`src/rtl/kavach_pkg.sv`:
```
// Shared types for the Kavach threat responder: response states, severity codes
// and the layout of the anomaly flag vector.
package kavach_pkg;

    typedef enum logic [2:0] {
        RESP_IDLE     = 3'd0,
        RESP_ALERT    = 3'd1,
        RESP_CONTAIN  = 3'd2,
        RESP_LOCKDOWN = 3'd3,
        RESP_LOCKED   = 3'd4,
        RESP_COOLDOWN = 3'd5
    } resp_state_t;

    typedef enum logic [1:0] {
        SEV_NONE = 2'b00,
        SEV_LOW  = 2'b01,
        SEV_MED  = 2'b10,
        SEV_HIGH = 2'b11
    } severity_t;

    // Bit positions, MSB first: nmi=5, flush=4, mem_oob=3, priv=2, pc_jump=1, ipc=0.
    typedef struct packed {
        logic nmi;
        logic flush;
        logic mem_oob;
        logic priv;
        logic pc_jump;
        logic ipc;
    } anomaly_t;

    // Where a freshly counted incident sends the FSM from IDLE or COOLDOWN.
    function automatic resp_state_t dispatch(input logic [1:0] sev, input logic limit_hit);
        resp_state_t st;
        if (limit_hit) begin
            st = RESP_LOCKDOWN;
        end else begin
            case (sev)
                SEV_LOW: st = RESP_ALERT;
                SEV_MED: st = RESP_CONTAIN;
                default: st = RESP_LOCKDOWN;
            endcase
        end
        return st;
    endfunction

endpackage

```
`src/rtl/kavach_event_fifo.sv`:
```
// Synchronous first-word-fall-through FIFO for the incident log, with a sticky
// overflow flag raised whenever a push has to be dropped.
module kavach_event_fifo #(
    parameter int WIDTH = 40,
    parameter int DEPTH = 8,
    parameter int AW    = 3
) (
    input  logic             clk,
    input  logic             rst_n,
    input  logic             push,
    input  logic [WIDTH-1:0] push_data,
    input  logic             pop_ready,
    input  logic             ovf_clear,
    output logic [WIDTH-1:0] data,
    output logic             empty,
    output logic             overflow
);

    logic [WIDTH-1:0] mem [DEPTH];
    logic [AW:0]      wr_ptr;
    logic [AW:0]      rd_ptr;
    logic             full;
    logic             do_push;
    logic             do_pop;

    // The extra pointer bit tells full from empty when the index bits match.
    assign empty   = (wr_ptr == rd_ptr);
    assign full    = (wr_ptr[AW] != rd_ptr[AW]) && (wr_ptr[AW-1:0] == rd_ptr[AW-1:0]);
    assign data    = mem[rd_ptr[AW-1:0]];
    assign do_pop  = pop_ready && !empty;
    assign do_push = push && (!full || do_pop);

    always_ff @(posedge clk or negedge rst_n) begin
        if (!rst_n) begin
            wr_ptr   <= '0;
            rd_ptr   <= '0;
            overflow <= 1'b0;
        end else begin
            // NOTE: sequential state uses <= so every register samples pre-edge values.
            if (do_push) wr_ptr <= wr_ptr + 1'b1;
            if (do_pop)  rd_ptr <= rd_ptr + 1'b1;
            if (push && full && !do_pop) begin
                overflow <= 1'b1;
            end else if (ovf_clear) begin
                overflow <= 1'b0;
            end
        end
    end

    // NOTE: storage is deliberately not reset; the pointers alone say which words are live.
    always_ff @(posedge clk) begin
        if (do_push) mem[wr_ptr[AW-1:0]] <= push_data;
    end

endmodule

```
`src/rtl/kavach_threat_responder.sv`:
```
// Escalating security response FSM (alert, contain, lockdown, locked) driven by
// the execution monitor, with an incident log drained over valid/ready.
module kavach_threat_responder
    import kavach_pkg::*;
#(
    parameter int          PC_WIDTH     = 32,
    parameter logic [15:0] ACK_TIMEOUT  = 16'd1024,
    parameter logic [15:0] COOLDOWN_CYC = 16'd512,
    parameter logic [3:0]  STRIKE_LIMIT = 4'd4,
    parameter int          LOG_DEPTH    = 8,
    parameter int          LOG_AW       = 3
) (
    input  logic                          clk,
    input  logic                          rst_n,
    input  logic                          monitor_ready,
    input  logic [$bits(anomaly_t)-1:0]   anomaly_vec,
    input  logic [1:0]                    severity,
    input  logic [PC_WIDTH-1:0]           last_bad_pc,
    input  logic                          irq_ack,
    input  logic                          sw_clear,
    input  logic                          zeroize_done,
    output logic                          sec_irq,
    output logic                          cpu_halt,
    output logic                          zeroize_req,
    output logic [2:0]                    resp_state,
    output logic [3:0]                    strike_cnt,
    output logic                          log_valid,
    input  logic                          log_ready,
    output logic [$bits(anomaly_t)+2+PC_WIDTH-1:0] log_data,
    output logic                          log_overflow
);

    localparam int LOG_W = $bits(anomaly_t) + 2 + PC_WIDTH;

    // Raw bits rather than the enum so that illegal codes 6/7 stay representable.
    logic [2:0]  state_q;
    logic [2:0]  next_state;
    logic [15:0] timer_q;
    logic [3:0]  strike_q;
    logic        sec_irq_q, cpu_halt_q, zeroize_q;
    logic        sec_irq_d, cpu_halt_d, zeroize_d;

    logic        incident;
    logic        sev_esc;
    logic        sev_high;
    logic        limit_hit;
    logic        log_push;
    logic        strike_inc;
    logic        strike_clr;
    logic        ovf_clear;
    logic        log_empty;

    assign incident  = monitor_ready && (severity != SEV_NONE);
    assign sev_esc   = monitor_ready && severity[1];
    assign sev_high  = monitor_ready && (severity == SEV_HIGH);
    assign limit_hit = ({1'b0, strike_q} + 5'd1) >= {1'b0, STRIKE_LIMIT};
    assign ovf_clear = (state_q == RESP_IDLE) && sw_clear;

    // State, timer, strike counter and registered outputs.
    always_ff @(posedge clk or negedge rst_n) begin
        if (!rst_n) begin
            state_q    <= RESP_IDLE;
            timer_q    <= '0;
            strike_q   <= '0;
            sec_irq_q  <= 1'b0;
            cpu_halt_q <= 1'b0;
            zeroize_q  <= 1'b0;
        end else begin
            state_q    <= next_state;
            timer_q    <= (next_state != state_q) ? 16'd0 : timer_q + 16'd1;
            if (strike_inc) begin
                if (strike_q != 4'hF) strike_q <= strike_q + 4'd1;
            end else if (strike_clr) begin
                strike_q <= '0;
            end
            sec_irq_q  <= sec_irq_d;
            cpu_halt_q <= cpu_halt_d;
            zeroize_q  <= zeroize_d;
        end
    end

    always_comb begin
        // NOTE: defaults first on every comb output, otherwise unassigned paths infer latches.
        next_state = state_q;
        log_push   = 1'b0;
        strike_inc = 1'b0;
        strike_clr = 1'b0;
        case (state_q)
            RESP_IDLE: begin
                if (incident) begin
                    log_push   = 1'b1;
                    strike_inc = 1'b1;
                    next_state = dispatch(severity, limit_hit);
                end else if (sw_clear) begin
                    strike_clr = 1'b1;
                end
            end
            RESP_ALERT: begin
                // Escalation outranks an acknowledge arriving in the same cycle.
                if (sev_esc) begin
                    log_push   = 1'b1;
                    next_state = RESP_CONTAIN;
                end else if (irq_ack) begin
                    next_state = RESP_COOLDOWN;
                end else if (timer_q == ACK_TIMEOUT - 16'd1) begin
                    next_state = RESP_CONTAIN;
                end
            end
            RESP_CONTAIN: begin
                if (sev_high) begin
                    log_push   = 1'b1;
                    next_state = RESP_LOCKDOWN;
                end else if (irq_ack && sw_clear) begin
                    next_state = RESP_COOLDOWN;
                end
            end
            RESP_LOCKDOWN: begin
                if (zeroize_done) next_state = RESP_LOCKED;
            end
            RESP_LOCKED: begin
                next_state = RESP_LOCKED;
            end
            RESP_COOLDOWN: begin
                if (sev_esc) begin
                    log_push   = 1'b1;
                    strike_inc = 1'b1;
                    next_state = dispatch(severity, limit_hit);
                end else if (timer_q == COOLDOWN_CYC - 16'd1) begin
                    next_state = RESP_IDLE;
                end
            end
            default: next_state = RESP_LOCKDOWN;
        endcase
    end

    // Outputs decode the state being entered so they line up with resp_state.
    always_comb begin
        sec_irq_d  = 1'b0;
        cpu_halt_d = 1'b0;
        zeroize_d  = 1'b0;
        case (next_state)
            RESP_ALERT: begin
                sec_irq_d = 1'b1;
            end
            RESP_CONTAIN, RESP_LOCKED: begin
                sec_irq_d  = 1'b1;
                cpu_halt_d = 1'b1;
            end
            RESP_LOCKDOWN: begin
                sec_irq_d  = 1'b1;
                cpu_halt_d = 1'b1;
                zeroize_d  = 1'b1;
            end
            default: ;
        endcase
    end

    kavach_event_fifo #(
        .WIDTH (LOG_W),
        .DEPTH (LOG_DEPTH),
        .AW    (LOG_AW)
    ) u_log (
        .clk       (clk),
        .rst_n     (rst_n),
        .push      (log_push),
        .push_data ({anomaly_vec, severity, last_bad_pc}),
        .pop_ready (log_ready),
        .ovf_clear (ovf_clear),
        .data      (log_data),
        .empty     (log_empty),
        .overflow  (log_overflow)
    );

    assign sec_irq     = sec_irq_q;
    assign cpu_halt    = cpu_halt_q;
    assign zeroize_req = zeroize_q;
    assign resp_state  = state_q;
    assign strike_cnt  = strike_q;
    assign log_valid   = !log_empty;

endmodule

```
`config.mk`:
```
export PLATFORM = sky130hd
export DESIGN_NAME = kavach_threat_responder
export DESIGN_NICKNAME = d
export VERILOG_FILES = /design/src/rtl/kavach_pkg.sv /design/src/rtl/kavach_event_fifo.sv /design/src/rtl/kavach_threat_responder.sv
export SDC_FILE = /design/constraint.sdc
export NUM_CORES = 1
export LEC_CHECK = 0
export ABC_AREA = 1
export CAP_MARGIN = 25
export CORE_MARGIN = 3
export CORE_UTILIZATION = 32
export CTS_BUF_LIST = sky130_fd_sc_hd__clkbuf_8
export DETAILED_ROUTE_END_ITERATION = 7
export RECOVER_POWER = 25
export SYNTH_ARGS = -nofsm -noshare
export SYNTH_HDL_FRONTEND = slang
export SYNTH_SLANG_ARGS = --single-unit
```
`constraint.sdc`:
```
create_clock -name clk -period 9.1 [get_ports clk]
set_clock_uncertainty 0.1 [all_clocks]
set_input_delay 0.91 -clock clk [delete_from_list [all_inputs] [get_ports clk]]
set_output_delay 0.91 -clock clk [all_outputs]
set_load 0.02 [all_outputs]
```
==> out/qor.log <==
INFO  floorplanning  placement_rows=76
INFO  sta            final_period_utilization=0.5743
INFO  drt            ant_nets=0
INFO  setup_path     timing.reg2reg.worst_path_depth=11
INFO  power_and_ir_drop cellLeakagePower=0.005814uW
INFO  setup_path     startpoint=u_log.rd_ptr[0]
INFO  drt            wl_met1=15,160um
INFO  setup_path     slowest_stage=sky130_fd_sc_hd__dfrtp_4
INFO  setup_path     critical-path-max-stage-delay=0.82ns
INFO  drt            wl_per_cell=16.96um
INFO  min_path       hold_path.class=reg2reg
INFO  clocking       cts_hold_buffers_added=0
INFO  global_route   grt_remaining_overflow=0
INFO  setup_path     critPathBufInv=4
INFO  sta            max-slew-margin-rel=-0.2809
INFO  clocking       post_cts.repair.setup_buffers=0
INFO  floorplanning  boundaryPins=99
INFO  floorplanning  floorplan.die_area=47,230squm
INFO  setup_path     crit_path_cell_chain=inv_4, buf_4, buf_16, o21ai_0, o22ai_1, nor2_1, a31oi_1, clkdlybuf4s50_1
INFO  setup_path     cp_data_arrival_time=4.22ns
INFO  place          detailedPlacementHpwl=17,740um
INFO  sta            finalSetupViolCount=0
INFO  drt            drt_iter0_drc=686
INFO  setup_path     worst-path-max-fanout=86
INFO  power_and_ir_drop p_per_area=318.8nW/um^2
INFO  global_route   grt_pass1_vias=9,086
INFO  synthesis      syn-num-nets=1,222
INFO  clocking       cts.sinks=355
INFO  drt            drt_pass1_iterations=5
INFO  synthesis      synth_cell_type_count=34
INFO  setup_path     reg2reg_to=u_log.mem[1][7]
INFO  setup_path     setup.worst_path.end=log_data[15]
INFO  finish         area_delta_synth_final=19.03%
INFO  clocking       cts_tree=done
INFO  place          io_buffer_count=98
INFO  place          gp_routability_congestion=0.7577
INFO  clocking       htree_num_levels=2
INFO  synthesis      synth_seq_area_share=0.7337
INFO  drt            wl_met3=1895um
INFO  drt            dr_total_vias=9,160
INFO  synthesis      yosys_warnings=0
INFO  sta            rsz_0062_raised_after_global_routing=false
INFO  setup_path     cp_launch_type=register
INFO  synthesis      synth.cell_area=14,290squm
INFO  global_route   globalRouteTotalUtil=0.1376
INFO  sta            finalSetupTns=0ns
INFO  setup_path     critical-path-top-delay-family=buffers and inverters
INFO  drt            drt-vias-per-instance=4.796
INFO  finish         final_core_utilization=0.3906
INFO  synthesis      synth_top_area_frac=0.6724
INFO  floorplanning  chipHeight=217.3um
INFO  synthesis      ys_top_cells_by_area=sky130_fd_sc_hd__edfxtp_1 (67%), sky130_fd_sc_hd__nor2_1 (8.5%), sky130_fd_sc_hd__dfrtp_1 (6.1%)
INFO  drt            highest_layer=met5
INFO  floorplanning  coreArea=43,550squm
INFO  power_and_ir_drop peak_supply_drop=0.0001899V
INFO  sta            worstMarginPinSlew=1.921ns
INFO  finish         finalNetCount=1,331
INFO  global_route   grt_antenna_before_repair=4
INFO  clocking       clock_latency_on_the_worst_skew_pair=0.63ns
INFO  synthesis      yosys.area.top_type=sky130_fd_sc_hd__edfxtp_1
INFO  synthesis      yosys_register_bits=355
INFO  finish         drive_gt1_frac=0.09304
INFO  setup_path     crit-reg2reg-launch=u_log.rd_ptr[0]
INFO  outcome        violations_in_the_final_reports=max-capacitance violations, max-slew violations
INFO  synthesis      synthesis.area_per_instance=12.21squm
INFO  outcome        run_status=finished, violations left
INFO  floorplanning  floorplan.initialDensity=0.3281
INFO  global_route   first_pass_grt_wire_length=51,310um
INFO  sta            timing.fmax=191.3MHz
INFO  synthesis      postSynthCellCount=1,170
INFO  clocking       clk_root_buffer_cell=sky130_fd_sc_hd__clkbuf_8
INFO  clocking       cts.reportedPaths.clkPinSlew=0.06ns
INFO  sta            slew_violations=36
INFO  sta            finalWorstPathRequiredPeriod=5.226ns
INFO  setup_path     crit_path_end_kind=output port
INFO  clocking       postCtsResizedCells=0
INFO  setup_path     logic_depth_of_the_worst_setup_path_including_buffers=8
INFO  sta            hold_viol=0
INFO  job            count_of_max_cap_constraint_violations=1
INFO  global_route   grt_max_degree=87
INFO  sta            hold_slack=0.3858ns
INFO  clocking       tritoncts.num_buffers=57
INFO  drt            wl_met2=14,470um
INFO  setup_path     worstPathRequired=8.09ns
INFO  clocking       ctsLongestPathBuffers=3
INFO  setup_path     r2r_setup_slack=4.82ns
INFO  drt            drt_drc_violations_left=0
INFO  setup_path     critical_path_class=reg2out
INFO  floorplanning  fp.dieW=217.3um
INFO  drt            drt_wl_total=32,400um
[flip-flops by register name, summed over array words and instances (netlist names)]
signal	cells
resp_state	3
strike_cnt	4
zeroize_req	1
cpu_halt	1
u_log.rd_ptr	4
sec_irq	1
timer_q	16
u_log.wr_ptr	4
u_log.overflow	1
u_log.mem	320
[cells in the final DEF (no fill, tap or decap), types with 8 or more instances in the layout]
master	count
sky130_fd_sc_hd__edfxtp_1	320
sky130_fd_sc_hd__nor2_1	316
sky130_fd_sc_hd__o21ai_0	165
sky130_fd_sc_hd__clkdlybuf4s50_1	76
sky130_fd_sc_hd__nand2_1	61
sky130_fd_sc_hd__clkbuf_8	60
sky130_fd_sc_hd__inv_1	59
sky130_fd_sc_hd__a31oi_1	42
sky130_fd_sc_hd__o22ai_1	40
sky130_fd_sc_hd__dfrtp_1	33
sky130_fd_sc_hd__dlygate4sd3_1	22
sky130_fd_sc_hd__xor2_1	15
sky130_fd_sc_hd__nand3_1	13
sky130_fd_sc_hd__buf_4	12
sky130_fd_sc_hd__nor2_4	10
sky130_fd_sc_hd__nor2_2	9
sky130_fd_sc_hd__clkinv_1	8
[cells in the mapped netlist]
| cell type | n |
|---|---|
| sky130_fd_sc_hd__a21oi_1 | 1 |
| sky130_fd_sc_hd__buf_2 | 7 |
| sky130_fd_sc_hd__dfrtp_1 | 35 |
| sky130_fd_sc_hd__edfxtp_1 | 320 |
| sky130_fd_sc_hd__buf_6 | 1 |
| sky130_fd_sc_hd__nand4_1 | 6 |
| sky130_fd_sc_hd__clkbuf_1 | 45 |
| sky130_fd_sc_hd__buf_1 | 8 |
| sky130_fd_sc_hd__o21ai_0 | 165 |
| sky130_fd_sc_hd__o31ai_1 | 1 |
| sky130_fd_sc_hd__xnor2_1 | 6 |
| sky130_fd_sc_hd__xor2_1 | 15 |
| sky130_fd_sc_hd__ha_1 | 5 |
| sky130_fd_sc_hd__nand2_1 | 61 |
| sky130_fd_sc_hd__o221ai_1 | 1 |
| sky130_fd_sc_hd__a211oi_1 | 1 |
| sky130_fd_sc_hd__buf_4 | 1 |
| sky130_fd_sc_hd__nand3_1 | 13 |
| sky130_fd_sc_hd__nor2_2 | 10 |
| sky130_fd_sc_hd__inv_1 | 35 |
| sky130_fd_sc_hd__nor3_1 | 4 |
| sky130_fd_sc_hd__nor4_1 | 1 |
| sky130_fd_sc_hd__nor2_1 | 323 |
| sky130_fd_sc_hd__o22ai_1 | 40 |
| sky130_fd_sc_hd__nand3_4 | 1 |
| sky130_fd_sc_hd__nand2_4 | 1 |
| sky130_fd_sc_hd__nand2_2 | 6 |
| sky130_fd_sc_hd__a22o_1 | 2 |
| sky130_fd_sc_hd__inv_2 | 7 |
| sky130_fd_sc_hd__nand3_2 | 2 |
| sky130_fd_sc_hd__nor3_2 | 1 |
| sky130_fd_sc_hd__a31oi_1 | 42 |
| sky130_fd_sc_hd__nor2_4 | 2 |
| sky130_fd_sc_hd__nand4_2 | 1 |
[per-stage QoR]
step	setup slack, ns	std cells	cell area [sq um]	power, uW
floorplan	5.296	1170	14290	3372
global placement	4.291	1804	15920	4187
detailed placement	4.465	1805	15950	4214
CTS	3.752	1907	17010	5505
global route	3.541	1907	17000	5792
finish	3.874	1910	17010	5424
[kinds of logic after synthesis]
logic type | after synthesis | share of synthesized area
AO/OA/AOI/OAI | 253 | 0.09692
AND/OR/NAND/NOR | 432 | 0.1234
adder cells (fa/ha/maj) | 5 | 0.004378
flip-flops | 355 | 0.7337
XOR/XNOR | 21 | 0.01287
buffers and inverters | 104 | 0.02872
[metal layers]
| metal | vias to the layer above | track usage |
|---|---|---|
| li1 | 4390 | - |
| met1 | 4481 | 0.1910 |
| met2 | 221 | 0.2104 |
| met3 | 66 | 0.03337 |
| met4 | 2 | 0.05110 |
| met5 | - | 0 |
[worst min-delay path by stage]
| stage | cells after the start | endpoint | start | slack (ns) |
|---|---|---|---|---|
| after floorplan | 1 | timer_q[0] | timer_q[0] | 0.35 |
| after global placement | 1 | u_log.wr_ptr[3] | u_log.wr_ptr[3] | 0.38 |
| after detailed placement | 1 | u_log.wr_ptr[3] | u_log.wr_ptr[3] | 0.38 |
| after CTS | 1 | u_log.wr_ptr[3] | u_log.wr_ptr[3] | 0.39 |
| after global routing | 1 | timer_q[0] | timer_q[0] | 0.41 |
| final | 1 | u_log.wr_ptr[3] | u_log.wr_ptr[3] | 0.39 |
[area by class of cell]
class / count / area [sq um]
Tap cell: 585 / 732.0
Fill cell: 4169 / 26540
Sequential cell: 355 / 10490
Clock inverter: 42 / 236.5
Multi-Input combinational cell: 711 / 3453
Inverter: 42 / 161.4
Antenna cell: 3 / 7.507
Clock buffer: 60 / 825.8
Timing Repair Buffer: 112 / 1102
[where the power goes]
part	internal, uW	total (uW)	switching [uW]
Combinational	742	2010	1270
Clock	665	1270	607
Sequential	1950	2140	188
Total	3360	5420	2060
Power figures use the tool's default switching activity.
